## src/rtl/tmp101_pkg.sv

```systemverilog
// Shared constants for the TMP101 target emulation.
//   TMP101_BASE_ADDR : fixed upper four bits of the 7-bit bus address
//   PTR_*            : pointer register encodings
//   state_e          : protocol FSM states of the responder
package tmp101_pkg;

  localparam logic [3:0] TMP101_BASE_ADDR = 4'b1001;

  localparam logic [1:0] PTR_TEMP  = 2'd0;
  localparam logic [1:0] PTR_CONF  = 2'd1;
  localparam logic [1:0] PTR_TLOW  = 2'd2;
  localparam logic [1:0] PTR_THIGH = 2'd3;

  typedef enum logic [2:0] {
    ST_IDLE,
    ST_ADDR,
    ST_ADDR_ACK,
    ST_WR_BYTE,
    ST_WR_ACK,
    ST_RD_BYTE,
    ST_RD_ACK,
    ST_IGNORE
  } state_e;

endpackage

```

## src/rtl/i2c_line_filter.sv

```systemverilog
// Conditions one open-drain bus line: a 2-flop synchronizer followed by a
// glitch filter whose output only follows the input after FILTER_LEN
// consecutive samples at the new level.
//   clk, reset_n : system clock, synchronous active-low reset
//   raw          : asynchronous line level from the pad
//   level        : synchronized, filtered level (resets to the idle-high value)
module i2c_line_filter #(
  parameter int FILTER_LEN = 4
) (
  input  logic clk,
  input  logic reset_n,
  input  logic raw,
  output logic level
);

  localparam int CW = $clog2(FILTER_LEN + 1);

  logic [1:0]    sync;
  logic [CW-1:0] cnt;

  // NOTE: state registers use non-blocking assignments so every flop samples
  // the pre-edge value of its neighbours, exactly like the hardware.
  always_ff @(posedge clk) begin
    if (!reset_n) begin
      sync  <= 2'b11;
      cnt   <= '0;
      level <= 1'b1;
    end else begin
      sync <= {sync[0], raw};
      if (sync[1] == level) begin
        cnt <= '0;
      end else if (cnt == CW'(FILTER_LEN - 1)) begin
        level <= sync[1];
        cnt   <= '0;
      end else begin
        cnt <= cnt + 1'b1;
      end
    end
  end

endmodule

```

## src/rtl/tmp101_i2c_responder.sv

```systemverilog
// I2C target emulating a TMP101 at address {4'b1001, I2C_ADDR}.
//   clk, reset_n      : system clock, synchronous active-low reset
//   ena               : 0 = never ACK, ignore the bus
//   temperature       : 12-bit two's complement value served at pointer 0
//   pointer           : current pointer register
//   config_reg        : configuration register (pointer 1)
//   tlow, thigh       : TLOW[15:4], THIGH[15:4]
//   status            : {bus_busy, selected, xfer_done}
//   sda_t/sda_i       : SDA open-drain control (0 pulls low) and level
//   scl_t/scl_i       : SCL control (always released) and level
module tmp101_i2c_responder
  import tmp101_pkg::*;
#(
  parameter logic [2:0]  I2C_ADDR   = 3'd0,
  parameter int          FILTER_LEN = 4,
  parameter logic [11:0] TLOW_RST   = 12'h4B0,
  parameter logic [11:0] THIGH_RST  = 12'h500
) (
  input  logic        clk,
  input  logic        reset_n,
  input  logic        ena,
  input  logic [11:0] temperature,
  output logic [1:0]  pointer,
  output logic [7:0]  config_reg,
  output logic [11:0] tlow,
  output logic [11:0] thigh,
  output logic [2:0]  status,
  output logic        sda_t,
  input  logic        sda_i,
  output logic        scl_t,
  input  logic        scl_i
);

  logic   scl_f, sda_f, scl_q, sda_q;
  logic   scl_rise, scl_fall, start_cond, stop_cond;
  state_e state, state_d;
  logic [3:0] bit_cnt;
  logic [6:0] shreg;
  logic [7:0] rx_byte, rd_shift, tx_byte;
  logic [3:0] temp_lsb;
  logic       rd_mode, first_wr, msb_phase;
  logic       bus_busy, selected, xfer_done;
  logic       addr_hit, load_byte;

  i2c_line_filter #(.FILTER_LEN(FILTER_LEN)) u_scl_filter (
    .clk(clk), .reset_n(reset_n), .raw(scl_i), .level(scl_f)
  );
  i2c_line_filter #(.FILTER_LEN(FILTER_LEN)) u_sda_filter (
    .clk(clk), .reset_n(reset_n), .raw(sda_i), .level(sda_f)
  );

  assign scl_t      = 1'b1;
  assign status     = {bus_busy, selected, xfer_done};
  assign scl_rise   = scl_f & ~scl_q;
  assign scl_fall   = ~scl_f & scl_q;
  assign start_cond = scl_f & scl_q & sda_q & ~sda_f;
  assign stop_cond  = scl_f & scl_q & ~sda_q & sda_f;
  assign rx_byte    = {shreg, sda_f};
  assign addr_hit   = ena && (rx_byte[7:1] == {TMP101_BASE_ADDR, I2C_ADDR});

  // A new read byte is fetched when the address ACK slot ends in read mode,
  // or when the master ACKs the previous byte.
  assign load_byte = (state == ST_ADDR_ACK && scl_fall && !sda_t && rd_mode) ||
                     (state == ST_RD_ACK && scl_rise && !sda_f);

  // Byte presented for the next read; two-byte registers are left aligned.
  always_comb begin
    tx_byte = config_reg;
    case (pointer)
      PTR_TEMP:  tx_byte = msb_phase ? temperature[11:4] : {temp_lsb, 4'b0};
      PTR_TLOW:  tx_byte = msb_phase ? tlow[11:4]        : {tlow[3:0], 4'b0};
      PTR_THIGH: tx_byte = msb_phase ? thigh[11:4]       : {thigh[3:0], 4'b0};
      default:   tx_byte = config_reg;
    endcase
  end

  always_ff @(posedge clk) begin
    if (!reset_n) state <= ST_IDLE;
    else          state <= state_d;
  end

  // NOTE: state_d gets a default before the case so no path leaves it
  // unassigned, which would otherwise infer a latch.
  always_comb begin
    state_d = state;
    if (start_cond) begin
      state_d = ST_ADDR;
    end else if (stop_cond) begin
      state_d = ST_IDLE;
    end else begin
      case (state)
        ST_ADDR:     if (scl_rise && bit_cnt == 4'd7)
                       state_d = addr_hit ? ST_ADDR_ACK : ST_IGNORE;
        ST_ADDR_ACK: if (scl_fall && !sda_t)
                       state_d = rd_mode ? ST_RD_BYTE : ST_WR_BYTE;
        ST_WR_BYTE:  if (scl_rise && bit_cnt == 4'd7)
                       state_d = ena ? ST_WR_ACK : ST_IGNORE;
        ST_WR_ACK:   if (scl_fall && !sda_t) state_d = ST_WR_BYTE;
        ST_RD_BYTE:  if (scl_fall && bit_cnt == 4'd8) state_d = ST_RD_ACK;
        ST_RD_ACK:   if (scl_rise) state_d = sda_f ? ST_IGNORE : ST_RD_BYTE;
        default:     ;
      endcase
    end
  end

  always_ff @(posedge clk) begin
    if (!reset_n) begin
      scl_q      <= 1'b1;
      sda_q      <= 1'b1;
      sda_t      <= 1'b1;
      bit_cnt    <= '0;
      shreg      <= '0;
      rd_shift   <= '0;
      temp_lsb   <= '0;
      rd_mode    <= 1'b0;
      first_wr   <= 1'b1;
      msb_phase  <= 1'b1;
      bus_busy   <= 1'b0;
      selected   <= 1'b0;
      xfer_done  <= 1'b0;
      pointer    <= PTR_TEMP;
      config_reg <= 8'h00;
      tlow       <= TLOW_RST;
      thigh      <= THIGH_RST;
    end else begin
      scl_q     <= scl_f;
      sda_q     <= sda_f;
      xfer_done <= 1'b0;
      if (start_cond) begin
        bus_busy  <= 1'b1;
        sda_t     <= 1'b1;
        bit_cnt   <= '0;
        first_wr  <= 1'b1;
        msb_phase <= 1'b1;
      end else if (stop_cond) begin
        bus_busy  <= 1'b0;
        sda_t     <= 1'b1;
        xfer_done <= selected;
        selected  <= 1'b0;
      end else begin
        case (state)
          ST_ADDR: if (scl_rise) begin
            shreg <= rx_byte[6:0];
            if (bit_cnt == 4'd7) begin
              bit_cnt <= '0;
              rd_mode <= rx_byte[0];
              if (addr_hit) selected <= 1'b1;
            end else begin
              bit_cnt <= bit_cnt + 4'd1;
            end
          end
          // sda_t doubles as the ACK phase marker: the first falling edge
          // pulls SDA low, the second ends the ACK slot.
          ST_ADDR_ACK: if (scl_fall) begin
            if (sda_t) begin
              sda_t <= 1'b0;
            end else if (rd_mode) begin
              sda_t    <= tx_byte[7];
              rd_shift <= {tx_byte[6:0], 1'b0};
              bit_cnt  <= 4'd1;
            end else begin
              sda_t <= 1'b1;
            end
          end
          ST_WR_BYTE: if (scl_rise) begin
            shreg <= rx_byte[6:0];
            if (bit_cnt == 4'd7) begin
              bit_cnt <= '0;
              if (ena && first_wr) begin
                pointer  <= rx_byte[1:0];
                first_wr <= 1'b0;
              end else if (ena) begin
                case (pointer)
                  PTR_CONF: config_reg <= rx_byte;
                  PTR_TLOW: begin
                    if (msb_phase) tlow[11:4] <= rx_byte;
                    else           tlow[3:0]  <= rx_byte[7:4];
                    msb_phase <= ~msb_phase;
                  end
                  PTR_THIGH: begin
                    if (msb_phase) thigh[11:4] <= rx_byte;
                    else           thigh[3:0]  <= rx_byte[7:4];
                    msb_phase <= ~msb_phase;
                  end
                  default: ;
                endcase
              end
            end else begin
              bit_cnt <= bit_cnt + 4'd1;
            end
          end
          ST_WR_ACK: if (scl_fall) sda_t <= ~sda_t;
          // Data bits are placed on SDA after each falling edge: release for
          // a 1, pull low for a 0. After bit 0 the line is freed for the ACK.
          ST_RD_BYTE: if (scl_fall) begin
            if (bit_cnt == 4'd8) begin
              sda_t   <= 1'b1;
              bit_cnt <= '0;
            end else begin
              sda_t    <= rd_shift[7];
              rd_shift <= {rd_shift[6:0], 1'b0};
              bit_cnt  <= bit_cnt + 4'd1;
            end
          end
          ST_RD_ACK: if (scl_rise && !sda_f) begin
            rd_shift <= tx_byte;
            bit_cnt  <= '0;
          end
          default: sda_t <= 1'b1;
        endcase
        if (load_byte) begin
          // Freeze the low nibble with the MSB so both bytes are coherent.
          if (pointer == PTR_TEMP && msb_phase) temp_lsb <= temperature[3:0];
          if (pointer != PTR_CONF) msb_phase <= ~msb_phase;
        end
      end
    end
  end

endmodule

```

## config.mk

```make
export PLATFORM = sky130hd
export DESIGN_NAME = tmp101_i2c_responder
export DESIGN_NICKNAME = d
export VERILOG_FILES = /design/src/rtl/tmp101_pkg.sv /design/src/rtl/i2c_line_filter.sv /design/src/rtl/tmp101_i2c_responder.sv
export SDC_FILE = /design/constraint.sdc
export NUM_CORES = 1
export LEC_CHECK = 0
export ABC_AREA = 1
export CAP_MARGIN = 40
export CORE_AREA = 2 2 95 97
export CTS_CLUSTER_DIAMETER = 80
export DETAILED_ROUTE_END_ITERATION = 7
export DIE_AREA = 0 0 97 99
export GPL_TIMING_DRIVEN = 0
export PLACE_DENSITY = 0.7
export REMOVE_ABC_BUFFERS = 1
export SYNTH_ARGS = -nofsm -noshare
export SYNTH_HDL_FRONTEND = slang
export SYNTH_HIERARCHICAL = 1
export SYNTH_SLANG_ARGS = --single-unit
```

## constraint.sdc

```tcl
create_clock -name clk -period 3.3 [get_ports clk]
set_input_delay 0.66 -clock clk [delete_from_list [all_inputs] [get_ports clk]]
set_output_delay 0.66 -clock clk [all_outputs]
set_load 0.01 [all_outputs]
```

==> impl_metrics.tcl, run 1 <==
set metrics [dict create \
    status "complete, no violations" \
    cts_tree "built" \
    top_layer "met4" \
    syn_to_final_growth_pct 19.8 \
    totalPowerFinal_mw 2.54 \
    synth_most_common_cell "nand2_1" \
    drtIter0Drc 236 \
    cp_slowest_stage_delay_ps 520 \
    cts_setup_buffers 0 \
    yosysSeqAreaShare 0.390 \
    core_area_um2 8550 \
    p_sw_mw 0.798 \
    design.die.area_um2 9600 \
    synth_top_area_share 0.390 \
    core.rowCount 34 \
    synth_area_leaders "dfxtp_1, nand2_1, nor2_1" \
    period_needed_ps 2350 \
    multiInputGateArea_um2 2140 \
    swShare 0.314 \
    reg_top3 "thigh x12, tlow x12" \
    crit_type "reg -> reg" \
    tightest_slew_ps 738 \
    wl_per_cell_um 14.4 \
    drv_cap 0 \
    worst_setup_path_start_kind "flip-flop" \
    synth_cell_types 33 \
    gr-total-overflow 0 \
    worst_slack_ps 955 \
    ys_seq_elements 81 \
    crit_chain "inv_2, nor2_2, nand2_1, nand2_1, nor2_1, nand2_1, inv_1, o21ai_0, nor2_1" \
    drive_gt1_frac 0.0838 \
    cts_hold_buf 0 \
    grt_pass1_wl_um 18300 \
    antenna_found_initial 0 \
    fillers 800 \
    die_h_um 99 \
    synth_top_area_cell "dfxtp_1" \
    vdd_drop_max_uv 321 \
    grt_pass1_vias 3690 \
    clk_latency_ps 360 \
    rsz0062_at_grt "false" \
    cp_data_arrival_time_ps 2590 \
    gp_congestion 0.934 \
    p_int_mw 1.74 \
    crit_top_cell "nand2_1" \
    hpwlAfterDp_um 8110 \
    drc 0 \
    drt-met1-wl_um 5340 \
    p_seq_frac 0.422 \
    cp_max_fo 14 \
    die_width_um 97 \
    antenna_cells 0 \
    firstDrtPassIters 5 \
    setup_viol 0 \
    clkPwrFrac 0.348 \
    seq_area_um2 1620 \
    track_usage 0.235 \
    cellPowerDensity_nw_per_um2 509 \
    synthArstFlopShare 0 \
    p_leak_nw 2.29 \
    yosys_most_used_dff "dfxtp_1" \
    netlist_top_cells_count "nand2_1, dfxtp_1, nor2_1" \
    slew_headroom 0.506 \
    timing.final.crit_share 0.711 \
    met2_length_um 5010 \
    syn_area_um2 4160 \
    wl_met3_um 692 \
    pwr-share-comb 0.230 \
    syn_area_per_cell_um2 6.74 \
    wirelength_um 11200 \
    fin_util 0.583 \
    synth-edff-count 0 \
    nNetsFinal 687 \
    preCtsSetupSlack_ps 806 \
    cts_buffers 9 \
    vias_per_cell 5.31 \
    cts_resized 0 \
    slowest_stage "dfxtp_1" \
    skew_ps 10.7 \
    syn_inst 618 \
    cts-root-buf "clkbuf_8" \
    end_kind "flip-flop" \
    cts_buffer_depth 2 \
    yosysWarningCount 6 \
    htreeDepth 3 \
    crit_required_ps 3550 \
    path_clk_slew_ps 80 \
    initial_core_util 0.487 \
    hold_path.class "reg -> reg" \
    cts_sinks 81 \
    slew_violations 0 \
    finalHoldViolCount 0 \
    drtAntennaViolNets 0 \
    grt_max_degree 52 \
    max_freq_mhz 426 \
    vias 4118 \
    io_pins 56 \
    port_buffers 54 \
]
cell families (layout without fill, tap and decap cells):
logic type / Yosys count / count (layout) / synth area share
buffers and inverters: 94 / 144 / 0.0953
DFF: 81 / 81 / 0.390
AOI/OAI and AO/OA: 98 / 98 / 0.131
other: 1 / 1 / 0.000901
adders and majority gates: 6 / 6 / 0.0180
and+or+nand+nor: 337 / 337 / 0.363
xor gates and xnor gates: 1 / 1 / 0.00210
worst max-delay path: cells and delay by family, from the launching register on:
family	cells	cell delay, ps
compound gates	1	190
flops	1	520
simple gates	6	1180
buf+inv	2	350
metrics by stage:
stage                     hold slack (ps)  instance area (um2)  std cells  TNS (ps)
after floorplan                       393                 4040        597         0
after global placement                395                 4720        759     -4520
after detailed placement              399                 4750        761         0
after CTS                             419                 4990        776         0
final                                 418                 4990        776         0
after global routing                  436                 4990        776         0
path summary, 6_finish.rpt:
path	start	end	slack (ps)	cells past startpoint
hold reg to reg	u_scl_filter/sync[0]	u_scl_filter/sync[1]	420	1
hold / removal	u_scl_filter/sync[0]	u_scl_filter/sync[1]	420	1
setup / recovery	state[2]	rd_shift[1]	950	9
setup reg to reg	state[2]	rd_shift[1]	950	9
routing by layer:
metal | track usage | up-vias
met1 | 0.337 | 1909
met3 | 0.0404 | 11
met2 | 0.362 | 130
li1 | - | 2068
met5 | 0 | -
met4 | 0.0748 | 0
cell type report:
cell class | instances | share of cell area
clock buffers | 10 | 0.0276
clock inverters | 5 | 0.0208
inverters | 73 | 0.0549
multi-input cells | 443 | 0.430
flip-flops and latches | 81 | 0.325
well taps | 108 | 0.0271
repair buffers | 56 | 0.114
power groups by stage:
stage / registers, mW / logic [mW] / clock network [mW]
after global placement: 1.09 / 0.574 / 0
after floorplan: 1.08 / 0.419 / 0
after detailed placement: 1.09 / 0.571 / 0
after CTS: 1.07 / 0.573 / 0.893
final: 1.07 / 0.583 / 0.883
after global routing: 1.08 / 0.672 / 0.938
cell usage in the layout, fill, tap and decap left out, types with 3 or more instances in the layout:
cell type        synthesis  layout
nand2_1                171     171
dfxtp_1                 81      81
nor2_1                  74      74
inv_1                   67      67
clkdlybuf4s50_1          0      53
o21ai_0                 46      46
a21oi_1                 40      40
nand3_1                 36      36
nand4_1                 19      19
nor3_1                  11      11
clkbuf_8                 0      10
nor2_4                   6       6
or2_2                    6       6
ha_1                     6       6
nor2_2                   5       5
inv_2                    4       4
nand3_2                  4       4
o211ai_2                 4       4
bufinv_16                0       3
Note: power is estimated with default switching activity, not from simulation.
==> run 2: changes to the inputs <==
Settings changed: PLACE_DENSITY 0.7 to 0.73.
Clock period 3.3 ns to 2 ns, I/O delays scaled along.
==> impl_metrics.tcl, run 2 (synthesized netlist as in run 1, its figures left out) <==
set metrics [dict create \
    status "complete, no violations" \
    track_usage 0.242 \
    wl_met3_um 586 \
    grt_pass1_vias 3925 \
    io_pins 56 \
    period_needed_ps 1870 \
    syn_to_final_growth_pct 21.8 \
    die_width_um 97 \
    p_sw_mw 1.35 \
    setup_tns_ps 0 \
    vias_per_cell 5.35 \
    cts-root-buf "clkbuf_8" \
    design.die.area_um2 9600 \
    port_buffers 54 \
    drtIter0Drc 282 \
    fillers 845 \
    final_common_cell "nand2_1" \
    cts_buffers 9 \
    wl_per_cell_um 14.7 \
    initial_core_util 0.487 \
    slew_headroom 0.535 \
    grt_pass1_wl_um 18900 \
    setup_viol 0 \
    p_leak_nw 2.30 \
    swShare 0.336 \
    top_layer "met4" \
    p_seq_frac 0.444 \
    cts_sinks 81 \
    firstDrtPassIters 5 \
    core_area_um2 8550 \
    cp_slowest_stage_delay_ps 610 \
    placed_cells 761 \
    clkPwrFrac 0.309 \
    r2r-start "bit_cnt[0]" \
    worst_setup_path_start_kind "flip-flop" \
    drive_gt1_frac 0.111 \
    rr_endpoint "thigh[6]" \
    cts_tree "built" \
    reg2regPathDepth 9 \
    antenna_cells 0 \
    clk_latency_ps 360 \
    antenna_found_initial 0 \
    hpwlAfterDp_um 8480 \
    drt-met1-wl_um 5280 \
    nNetsFinal 692 \
    mostFrequentLayoutCells "nand2_1, dfxtp_1, nor2_1, inv_1, clkdlybuf4s50_1" \
    crit_start "pointer[0]" \
    crit_type "reg -> out" \
    seq_area_um2 1630 \
    drtAntennaViolNets 0 \
    vias 4186 \
    met2_length_um 5410 \
    cp_num_cells 1 \
    path_clk_slew_ps 80 \
    core.rowCount 34 \
    cp_data_arrival_time_ps 1470 \
    slew_violations 0 \
    max_freq_mhz 534 \
    grt_max_degree 31 \
    crit_chain "clkdlybuf4s50_1" \
    tightest_slew_ps 694 \
    placed_area_um2 4770 \
    gr-total-overflow 0 \
    final_cells 782 \
    crit_required_ps 1600 \
    cellPowerDensity_nw_per_um2 790 \
    vdd_drop_max_uv 372 \
    cp_max_fo 6 \
    pwr-share-comb 0.247 \
    r2r_setup_slack_ps 140 \
    skew_ps 8.41 \
    drc 0 \
    end_kind "output port" \
    slowest_stage "clkdlybuf4s50_1" \
    cpLargestDelayFamily "buffers and inverters" \
    hold_path.class "reg -> reg" \
    stdcell_area_um2 5070 \
    crit_buf_inv 1 \
    htreeDepth 3 \
    cts_hold_buf 0 \
    p_int_mw 2.66 \
    timing.final.crit_share 0.936 \
    gp_congestion 0.911 \
    cp-endpoint "pointer[0]" \
    wirelength_um 11500 \
    finalHoldViolCount 0 \
    die_h_um 99 \
    cts_buffer_depth 2 \
    drv_cap 0 \
    reg_top3 "thigh x12, tlow x12" \
    multiInputGateArea_um2 2190 \
]
[run 2: worst min-delay path by stage]
stage                                    start                    to  slack [ps]  depth (start not counted)
after floorplan           u_scl_filter/sync[0]  u_scl_filter/sync[1]         390                          1
after global placement    u_scl_filter/sync[0]  u_scl_filter/sync[1]         400                          1
after detailed placement  u_sda_filter/sync[0]  u_sda_filter/sync[1]         410                          1
after CTS                  u_sda_filter/cnt[0]   u_sda_filter/cnt[0]         430                          1
after global routing      u_scl_filter/sync[0]  u_scl_filter/sync[1]         450                          1
final                      u_sda_filter/cnt[0]   u_sda_filter/cnt[0]         420                          1
[run 2: power by group through the flow]
stage	registers, mW	clock network, mW	logic (mW)
6_report	1.78	1.24	0.988
5_1_grt	1.79	1.34	1.12
4_1_cts	1.77	1.27	0.960
3_5_place_dp	1.81	0	0.948
3_3_place_gp	1.80	0	0.944
2_1_floorplan	1.79	0	0.691
[run 2: layout make-up]
cell class,instances,area share
clock inverters,5,0.0123
flip-flops and latches,81,0.321
clock buffers,11,0.0279
well taps,108,0.0267
inverters,73,0.0541
repair buffers,61,0.126
multi-input cells,443,0.432
[run 2: timing repair]
item	CTS	global route
buffers inserted	0	5
cloned	0	0
gates resized for setup	4	13
setup endpoints to repair	14	39
pin swaps	0	2
[run 2: per-stage QoR]
step,utilization,worst slack (ps),hold slack [ps],total power [mW]
final,0.593,127,425,4.00
after global placement,0.552,-1620,398,2.75
after CTS,0.583,3.08,427,4.00
after global routing,0.593,-4.36,447,4.25
after detailed placement,0.557,-233,406,2.75
after floorplan,-,205,393,2.48
[run 2: layer usage]
layer,GRT usage,vias up
li1,-,2084
met1,0.321,1959
met2,0.398,123
met3,0.0489,20
met4,0.0802,0
met5,0,-
==> run 3: changes to the inputs <==
Settings changed: CORE_AREA 2 2 95 97 to 2 2 94 96, DIE_AREA 0 0 97 99 to 0 0 96 98, SYNTH_HIERARCHICAL 1 to unset.
==> impl_metrics.tcl, run 3 <==
set metrics [dict create \
    final_cells 767 \
    slew_violations 0 \
    fin_hold_ws_ps 421 \
    io_pins 56 \
    synth_cell_types 35 \
    slew_headroom 0.632 \
    cts_tree "built" \
    placed_area_um2 4710 \
    port_buffers 54 \
    yosys_most_used_dff "dfxtp_1" \
    cts_buffer_depth 2 \
    syn_area_per_cell_um2 6.79 \
    preCtsSetupSlack_ps -183 \
    drv_cap 0 \
    setup_viol 0 \
    vias 4024 \
    drtAntennaViolNets 0 \
    cts_hold_buf 0 \
    nNetsFinal 677 \
    syn_inst 602 \
    cp_slowest_stage_delay_ps 590 \
    gp_congestion 0.867 \
    gr-total-overflow 0 \
    crit_buf_inv 1 \
    htreeDepth 3 \
    drtIter0Drc 225 \
    vias_per_cell 5.25 \
    wirelength_um 10900 \
    synth-edff-count 0 \
    core_area_um2 8470 \
    synthArstFlopShare 0 \
    core.rowCount 34 \
    crit_start "pointer[0]" \
    p_seq_frac 0.423 \
    period_needed_ps 1830 \
    cts-root-buf "clkbuf_8" \
    die_h_um 98 \
    clkPwrFrac 0.321 \
    grt_pass1_wl_um 18100 \
    firstDrtPassIters 5 \
    yosysSeqAreaShare 0.397 \
    synth_most_common_cell "nand2_1" \
    finalHoldViolCount 0 \
    track_usage 0.244 \
    wl_per_cell_um 14.2 \
    netlist_top_cells_count "nand2_1, dfxtp_1, inv_1" \
    vdd_drop_max_uv 505 \
    synth_area_leaders "dfxtp_1, nand2_1, inv_1" \
    cpLargestDelayFamily "buffers and inverters" \
    yosysWarningCount 0 \
    path_clk_slew_ps 90 \
    crit_chain "clkdlybuf4s50_1" \
    r2r-start "pointer[0]" \
    placed_cells 747 \
    reg_top3 "thigh x12, tlow x12" \
    max_freq_mhz 545 \
    crit_required_ps 1600 \
    grt_pass1_vias 3730 \
    cp_max_fo 7 \
    timing.final.crit_share 0.917 \
    die_width_um 96 \
    p_int_mw 2.82 \
    synth_top_area_share 0.397 \
    drc 0 \
    cp_data_arrival_time_ps 1430 \
    antenna_cells 0 \
    syn_to_final_growth_pct 22.8 \
    drive_gt1_frac 0.0971 \
    final_common_cell "nand2_1" \
    cellPowerDensity_nw_per_um2 854 \
    p_sw_mw 1.46 \
    ys_seq_elements 81 \
    design.die.area_um2 9410 \
    cts_sinks 81 \
    pwr-share-comb 0.256 \
    skew_ps 8.11 \
    syn_area_um2 4090 \
    worst_slack_ps 165 \
    clk_latency_ps 350 \
    synth_top_area_cell "dfxtp_1" \
    holdCritStartpoint "u_sda_filter.sync[0]" \
    totalPowerFinal_mw 4.28 \
    slowest_stage "clkdlybuf4s50_1" \
    end_kind "output port" \
    swShare 0.341 \
    stdcell_area_um2 5020 \
    cts_buffers 9 \
    mostFrequentLayoutCells "nand2_1, dfxtp_1, inv_1, a21oi_1, clkdlybuf4s50_1" \
    initial_core_util 0.483 \
    tightest_slew_ps 551 \
    grt_max_degree 37 \
    crit_type "reg -> out" \
    antenna_found_initial 0 \
    status "complete, no violations" \
    hpwlAfterDp_um 7910 \
    p_leak_nw 2.24 \
    hold_path.class "reg -> reg" \
    worst_setup_path_start_kind "flip-flop" \
]
[run 3: cell count changes after synthesis, sizes merged, moves of 3 or more]
| cell | previous run | this run |
|---|---|---|
| a21oi | 42 | 53 |
| a22oi | 0 | 3 |
| inv | 71 | 80 |
| nand2 | 174 | 178 |
| nand3 | 40 | 50 |
| nand4 | 20 | 12 |
| nor2 | 85 | 51 |
| nor3 | 12 | 6 |
| o211ai | 6 | 3 |
| o21ai | 48 | 44 |
[run 3: cell type report]
| cell class | instances | area [um2] |
|---|---|---|
| fill | 788 | 3450 |
| multi-input combinational | 419 | 2060 |
| sequential | 81 | 1620 |
| timing repair buffer | 62 | 664 |
| inverter | 81 | 308 |
| clock buffer | 10 | 138 |
| tap | 108 | 135 |
| clock inverter | 6 | 88.8 |
[run 3: final timing paths]
check / endpoint / slack, ps / cells past startpoint
worst max register to register: rd_shift[5] / 170 / 8
worst max-delay path: pointer[0] / 170 / 1
worst min-delay path: u_sda_filter.sync[1] / 420 / 1
worst min register to register: u_sda_filter.sync[1] / 420 / 1
[run 3: metal layers]
metal,track usage,part of all wire,vias to the layer above
met5,0,0,-
met3,0.0424,0.056,22
met2,0.373,0.47,114
li1,-,-,2039
met4,0.0923,0.022,0
met1,0.341,0.45,1849
[run 3: kinds of logic after synthesis]
family,Yosys count,share of synthesized area
simple gates,303,0.338
compound gates,107,0.137
buf+inv,102,0.105
flops,81,0.397
fa+ha+maj,6,0.0184
xor+xnor,2,0.00429
other cells,1,0.000918
[run 3: power by group through the flow]
stage | combinational [mW] | sequential, mW | clock [mW]
2_1_floorplan | 0.771 | 1.83 | 0
3_3_place_gp | 1.04 | 1.84 | 0
3_5_place_dp | 1.06 | 1.84 | 0
4_1_cts | 1.06 | 1.81 | 1.39
5_1_grt | 1.26 | 1.83 | 1.46
6_report | 1.10 | 1.81 | 1.37
[run 3: repair_timing]
item	in CTS	in global routing
gates resized for setup	1	9
setup buffers	3	1
endpoints found under the setup margin	20	32
pin swaps	1	1
[run 3: metrics by stage]
step | TNS (ps) | utilization
floorplan | -219 | -
CTS | 0 | 0.587
global placement | -56720 | 0.548
detailed placement | -4500 | 0.556
global route | -10.3 | 0.593
finish | 0 | 0.593
